$ cat src/rtl/c2s_slave.sv
// c2s_slave: consumer side of the C2S call channel.
// Runs a req/ack request as beats on a valid/ready register bus.
//
// Ports:
//   clk, rst         clock, synchronous active-high reset
//   req              request level (async, synchronised here)
//   id, fn, addr     packet header, stable while req=1
//   data             DATA_SIZE packed words, word i at [32*i +: 32]
//   ack              completion acknowledge
//   ret              signed result, valid while ack=1
//   last_id          id of the last completed packet
//   bus_valid        beat request
//   bus_write        1=write beat, 0=read beat
//   bus_addr         beat byte address
//   bus_wdata        write data
//   bus_ready        beat accepted (read data valid same cycle)
//   bus_rdata        read data
module c2s_slave #(
   parameter int DATA_SIZE = 4,
   parameter int TIMEOUT   = 1024,
   parameter int ADDR_STEP = 4
) (
   input  logic                    clk,
   input  logic                    rst,
   input  logic                    req,
   input  logic [31:0]             id,
   input  logic [31:0]             fn,
   input  logic [31:0]             addr,
   input  logic [32*DATA_SIZE-1:0] data,
   output logic                    ack,
   output logic [31:0]             ret,
   output logic [31:0]             last_id,
   output logic                    bus_valid,
   output logic                    bus_write,
   output logic [31:0]             bus_addr,
   output logic [31:0]             bus_wdata,
   input  logic                    bus_ready,
   input  logic [31:0]             bus_rdata
);

   localparam int IW = (DATA_SIZE > 1) ? $clog2(DATA_SIZE) : 1;
   localparam int CW = $clog2(TIMEOUT + 1);

   localparam logic [IW-1:0] LAST_IDX = IW'(DATA_SIZE - 1);
   localparam logic [CW-1:0] TO_LAST  = CW'(TIMEOUT - 1);
   localparam logic [31:0]   STEP     = 32'(ADDR_STEP);

   localparam logic [31:0] FN_NOP = 32'd0;
   localparam logic [31:0] FN_WR  = 32'd1;
   localparam logic [31:0] FN_RD  = 32'd2;

   localparam logic [31:0] RET_OK  = 32'h0000_0000;
   localparam logic [31:0] RET_BAD = 32'hFFFF_FFFF;
   localparam logic [31:0] RET_TO  = 32'hFFFF_FFFE;

   typedef enum logic [2:0] {
      S_IDLE,
      S_DECODE,
      S_BUS,
      S_RESP,
      S_WAIT_REL
   } state_t;

   state_t        state_q, state_d;
   logic [1:0]    sync_q, sync_d;
   logic [31:0]   id_q, id_d;
   logic [31:0]   fn_q, fn_d;
   logic [31:0]   addr_q, addr_d;
   logic [31:0]   data_q [DATA_SIZE];
   logic [31:0]   data_d [DATA_SIZE];
   logic [IW-1:0] idx_q, idx_d;
   logic [CW-1:0] cnt_q, cnt_d;
   logic [31:0]   ret_q, ret_d;
   logic          ack_q, ack_d;
   logic [31:0]   last_id_q, last_id_d;

   logic req_s;
   logic is_nop;
   logic is_wr;
   logic is_rd;

   assign req_s  = sync_q[1];
   assign is_nop = (fn_q == FN_NOP);
   assign is_wr  = (fn_q == FN_WR);
   assign is_rd  = (fn_q == FN_RD);

   // State register
   always_ff @(posedge clk) begin
      if (rst) begin
         state_q   <= S_IDLE;
         sync_q    <= '0;
         id_q      <= '0;
         fn_q      <= '0;
         addr_q    <= '0;
         idx_q     <= '0;
         cnt_q     <= '0;
         ret_q     <= '0;
         ack_q     <= 1'b0;
         last_id_q <= '0;
         for (int i = 0; i < DATA_SIZE; i++) begin
            data_q[i] <= '0;
         end
      end else begin
         state_q   <= state_d;
         sync_q    <= sync_d;
         id_q      <= id_d;
         fn_q      <= fn_d;
         addr_q    <= addr_d;
         idx_q     <= idx_d;
         cnt_q     <= cnt_d;
         ret_q     <= ret_d;
         ack_q     <= ack_d;
         last_id_q <= last_id_d;
         for (int i = 0; i < DATA_SIZE; i++) begin
            data_q[i] <= data_d[i];
         end
      end
   end

   // Next-state logic
   always_comb begin
      state_d   = state_q;
      sync_d    = {sync_q[0], req};
      id_d      = id_q;
      fn_d      = fn_q;
      addr_d    = addr_q;
      idx_d     = idx_q;
      cnt_d     = cnt_q;
      ret_d     = ret_q;
      ack_d     = ack_q;
      last_id_d = last_id_q;
      for (int i = 0; i < DATA_SIZE; i++) begin
         data_d[i] = data_q[i];
      end

      unique case (state_q)
         S_IDLE: begin
            if (req_s) begin
               id_d   = id;
               fn_d   = fn;
               addr_d = addr;
               for (int i = 0; i < DATA_SIZE; i++) begin
                  data_d[i] = data[32*i +: 32];
               end
               state_d = S_DECODE;
            end
         end

         S_DECODE: begin
            idx_d = '0;
            cnt_d = '0;
            unique case (1'b1)
               is_nop: begin
                  ret_d   = RET_OK;
                  state_d = S_RESP;
               end
               is_wr, is_rd: begin
                  state_d = S_BUS;
               end
               default: begin
                  ret_d   = RET_BAD;
                  state_d = S_RESP;
               end
            endcase
         end

         S_BUS: begin
            // addr_q doubles as the running beat address.
            // A ready in the last allowed cycle still wins
            // over the timeout.
            if (bus_ready) begin
               cnt_d = '0;
               if (is_rd) begin
                  ret_d   = bus_rdata;
                  state_d = S_RESP;
               end else if (idx_q == LAST_IDX) begin
                  ret_d   = RET_OK;
                  state_d = S_RESP;
               end else begin
                  idx_d  = idx_q + IW'(1);
                  addr_d = addr_q + STEP;
               end
            end else if (cnt_q == TO_LAST) begin
               ret_d   = RET_TO;
               state_d = S_RESP;
            end else begin
               cnt_d = cnt_q + CW'(1);
            end
         end

         S_RESP: begin
            ack_d     = 1'b1;
            last_id_d = id_q;
            state_d   = S_WAIT_REL;
         end

         S_WAIT_REL: begin
            if (!req_s) begin
               ack_d   = 1'b0;
               state_d = S_IDLE;
            end
         end

         default: begin
            state_d = S_IDLE;
         end
      endcase
   end

   // Outputs; bus signals are forced to 0 outside BUS
   always_comb begin
      bus_valid = 1'b0;
      bus_write = 1'b0;
      bus_addr  = '0;
      bus_wdata = '0;
      if (state_q == S_BUS) begin
         bus_valid = 1'b1;
         bus_write = is_wr;
         bus_addr  = addr_q;
         if (is_wr) begin
            bus_wdata = data_q[idx_q];
         end
      end
      ack     = ack_q;
      ret     = ret_q;
      last_id = last_id_q;
   end

endmodule
$ cat config.mk
export PLATFORM = sky130hd
export DESIGN_NAME = c2s_slave
export DESIGN_NICKNAME = d
export VERILOG_FILES = /design/src/rtl/c2s_slave.sv
export SDC_FILE = /design/constraint.sdc
export NUM_CORES = 1
export LEC_CHECK = 0
export ABC_AREA = 1
export CAP_MARGIN = 25
export CORE_MARGIN = 4
export CORE_UTILIZATION = 53
export DETAILED_ROUTE_END_ITERATION = 8
export PLACE_DENSITY = 0.87
export SLEW_MARGIN = 20
export SYNTH_ARGS = -nofsm -noshare
export SYNTH_HDL_FRONTEND = slang
export SYNTH_SLANG_ARGS = --single-unit
$ cat constraint.sdc
create_clock -name clk -period 8.5 [get_ports clk]
set_input_delay 0.85 -clock clk [delete_from_list [all_inputs] [get_ports clk]]
set_output_delay 0.85 -clock clk [all_outputs]
set_load 0.01 [all_outputs]
# Word level (Yosys, flattened, before mapping)
# Memories as Yosys holds them, arrays and structs flattened. A register that Yosys moved wholly into a read port is not among the register bits.
# Cells that the tools add are included.
[totals]
mem_count = 1
out_inout_bits = 131
in_bits = 260
wordCells = 95
mem_bits_rw = 128
regBits = 179
[memory_table]
columns = ["name", "words", "word_bits", "read_ports", "rd_clocked_by_memory_dff", "write_ports", "line_no", "source"]
rows = [
  ["data_q", 4, 32, 1, 1, 4, "69", "logic [31:0] data_q [DATA_SIZE];"],
]
[classes]
mux = 44
add_sub_neg = 3
reduce_logical = 14
bitwise = 4
eq_ne = 19
[ops]
columns = ["cell", "count"]
rows = [
  ["$mux 32", 15],
  ["$mux 128", 2],
  ["$pmux 32 s2", 3],
  ["$add 32x3->32 const B", 1],
  ["$eq 32x1->1 const B", 1],
  ["$eq 32x2->1 const B", 1],
  ["$logic_not 32->1", 1],
  ["$mux 11", 2],
  ["$pmux 11 s2", 1],
  ["$mux 3", 6],
  ["$pmux 3 s5", 1],
  ["$ne 2x2->1 const B", 7],
  ["$reduce_and 4->1", 3],
  ["$add 11x1->11 const B", 1],
  ["$eq 11x10->1 const B", 1],
  ["$mux 2", 5],
  ["$mux 1", 7],
  ["$eq 3x2->1 const B", 2],
  ["$ne 3x3->1 const B", 2],
  ["$reduce_and 2->1", 3],
  ["$reduce_bool 2->1", 3],
  ["$reduce_and 5->1", 1],
  ["$ne 4x4->1 const B", 1],
  ["$or 1x1->1", 4],
  ["10 further kinds", 10],
]

# Logic depth before layout (Yosys ltp)
[logic_depth]
depth_word = 7
depth_mapped = 13

# Worst setup path after synthesis
# Ideal clock, no wire load.
[synth_path]
path_type = "in2reg"
start = "input port rst"
end = "memory data_q[0][0] (enable)"
required_time_ns = 7.957
setup_ns = 0.543
slack_ns = 3.264
path_stages = 3
t_arrival_ns = 4.693
path_cell_list = "inv_1 -> nand2_1 -> clkbuf_1"
[synth_lines]
columns = ["element", "line_no", "source"]
rows = [
  ["start, declared", "24", "input logic rst,"],
  ["end, declared", "69", ""],
]

==> impl_metrics.yaml <==
cells_and_area:
  final_common_cell: "nor2_1"
  finalNonFillerCells: 2635
  nFillCells: 1942
  areaGrowthSynthToFinish_pct: 35.80
  design_area_um2: 19510
  regArea_um2: 7468
  drive_gt1_frac: 0.04056
  layout_common_cells: "nor2_1 (441), clkdlybuf4s50_1 (390), inv_1 (330)"
  final_nets: 2531
  multi_input_area_um2: 5225
clock_tree:
  cts.sinks: 309
  post_cts_buffers: 0
  ctsLongestPathBuffers: 3
  cts_tree: "yes"
  numCtsBuffers: 31
  cts_root_buf: "clkbuf_16"
  ctsHoldBuffers: 0
  cts-htree-levels: 1
  insertion_delay_ps: 560
  cts_resized: 0
  clkTransAtPathRegs_ps: 60
setup_path:
  start_kind: "register"
  critPathTopFamily: "buffers and inverters"
  cp-end-kind: "output port"
  r2r_start: "state_q[2]"
  cp_common_cell: "buf_4"
  path_cells: "buf_4 > clkinv_1 > buf_4 > o21ai_0 > a21oi_1 > clkdlybuf4s50_1"
  slowest_stage: "buf_4"
  critical_path_class: "reg -> out"
  worstPathMaxFanout: 65
  crit_required_ps: 7650
  path_buf_inv: 4
  crit_arrival_ps: 3320
  cp_slowest_stage_delay_ps: 570
sta:
  relSlewSlack: 0.3159
  hold_viol: 0
  rsz0062_at_grt: "no"
  finalCriticalPeriod_ps: 4173
  hold_ws_ps: 409.4
  fin_ws_ps: 4327
  finalClockSkew_ps: 10.60
  fin_crit_sh: 0.4909
  fmax_mhz: 239.6
  maxSlewViolCount: 0
  setup_viol: 0
  fin_setup_tns_ps: 0
  tightest_slew_ps: 1023
place:
  dpl.hpwl_mm: 28.62
  dpl-instance-area_um2: 18390
  dp.cells: 2573
  routabilityCongestion: 0.8932
  io_buffers: 390
  pre_cts_slack_ps: 3759
synth:
  ys_seq_elements: 309
  ys_async_sr_fraction: 0
  netlist_area_um2: 14370
  ys_seq_area_frac: 0.5197
  synth_ff_type: "dfxtp_1"
  synthCells: 1933
  yosysWarnings: 0
  syn-mean-instance-area_um2: 7.433
  synthesis.nets: 2196
  synth_edf_count: 128
  yosysUniqueCellTypes: 40
drt:
  drt_iter0_markers: 1196
  drt_wl_total_mm: 41.62
  wl_per_cell_um: 15.79
  routed_via_density: 5.203
  dr_total_vias: 13710
  dr.pass1.iters: 5
  antenna_left: 0
  drcViolationCount: 0
flow_run:
  max-cap-violations: 0
global_route:
  grt_use_total: 0.2637
  antenna_found_initial: 2
  grt_pass1_vias: 13260
  grt_pass1_wl_mm: 66.02
  grt_max_degree: 103
  grt-ovfl-total: 0
floorplanning:
  core_um2: 26800
  io_pins: 391
  rows: 60
  initial_core_util: 0.5361
  die_h_um: 172.7
  dieArea_um2: 29810
  die_w_um: 172.7
outcome:
  status: "complete, no violations"
worst_hold_path:
  hold_start: "sync_q[0]"
  hold_class: "reg -> reg"
power_and_ir_drop:
  p_leak_nw: 8.440
  p_per_area_nw_per_um2: 217.5
  vdd_drop_max_uv: 200.9
-- state kept, by name, indices dropped and copies added (netlist names), named ones only --
signal and cells:
idx_q 2, sync_q 2, last_id 32, ret 32, cnt_q 11, ack 1
state_q 3, addr_q 32, fn_q 32, id_q 32, data_q 128
-- report_power, final --
group	leakage (nW)	internal, mW	switching [mW]
combinational	5.12	0.441	0.602
clock	0.503	0.798	0.572
sequential	2.81	1.72	0.107
total	8.44	2.96	1.28
-- cell type report --
class	count	share of cell area
Sequential cell	309	0.3828
Multi-Input combinational cell	1183	0.2678
Timing Repair Buffer	405	0.2095
Inverter	338	0.06508
Clock buffer	41	0.04373
Tap cell	341	0.02187
Clock inverter	17	0.009170
Antenna cell	1	0.0001282
-- synthesized netlist by cell type (2+ instances only) --
| cell | n | area (um^2) |
|---|---|---|
| o21ai_0 | 156 | 780.8 |
| a22oi_1 | 2 | 15.01 |
| edfxtp_1 | 128 | 3844 |
| xor2_1 | 3 | 26.28 |
| nor2_1 | 442 | 1659 |
| dfxtp_1 | 181 | 3623 |
| buf_4 | 4 | 30.03 |
| o31ai_1 | 2 | 15.01 |
| ha_1 | 3 | 37.54 |
| buf_6 | 3 | 33.78 |
| nor3_1 | 24 | 120.1 |
| nor3_2 | 2 | 20.02 |
| buf_1 | 15 | 56.30 |
| a21oi_1 | 90 | 450.4 |
| clkbuf_1 | 65 | 244.0 |
| nand3b_1 | 2 | 15.01 |
| o21ai_1 | 2 | 10.01 |
| nor2_4 | 2 | 22.52 |
| inv_1 | 331 | 1242 |
| o22ai_1 | 29 | 181.4 |
| nand3_1 | 115 | 575.6 |
| nor4_1 | 2 | 12.51 |
| a22o_1 | 2 | 17.52 |
| nor2_2 | 7 | 43.79 |
| inv_2 | 6 | 22.52 |
| nand4_1 | 6 | 37.54 |
| buf_2 | 16 | 80.08 |
| nand2_1 | 281 | 1055 |
-- worst reg2reg max path: cells and delay by family (launching register included) --
family,cells,cell delay (ps)
buf+inv,2,800
flops,1,360
simple gates,4,1750
-- kinds of logic after synthesis --
kind of cell	share of synthesized area
buffers and inverters	0.1192
DFF	0.5197
adders and majority gates	0.002613
AOI/OAI and AO/OA	0.1049
xor gates and xnor gates	0.002439
and+or+nand+nor	0.2511
-- through the flow --
stage                     power (mW)    util
after floorplan                2.474       -
after global placement         2.841  0.6855
after detailed placement       2.883  0.6862
after CTS                      4.252  0.7247
after global routing           4.470  0.7281
final                          4.243  0.7281
-- per-layer routing --
layer,vias up,global-route usage,wire (um)
met4,2,0.09910,1809
met3,123,0.08286,4221
met5,-,0,12
met1,6233,0.3093,15510
li1,6709,-,-
met2,644,0.4559,20060
-- path summary, 6_finish.rpt --
| check | endpoint | slack, ps | cells past startpoint |
|---|---|---|---|
| min | sync_q[1] | 410 | 2 |
| max | bus_wdata[0] | 4330 | 6 |
| max reg2reg | data_q[0][1] | 5130 | 6 |
| min reg2reg | sync_q[1] | 410 | 2 |
Note: power is estimated with default switching activity, not from simulation.
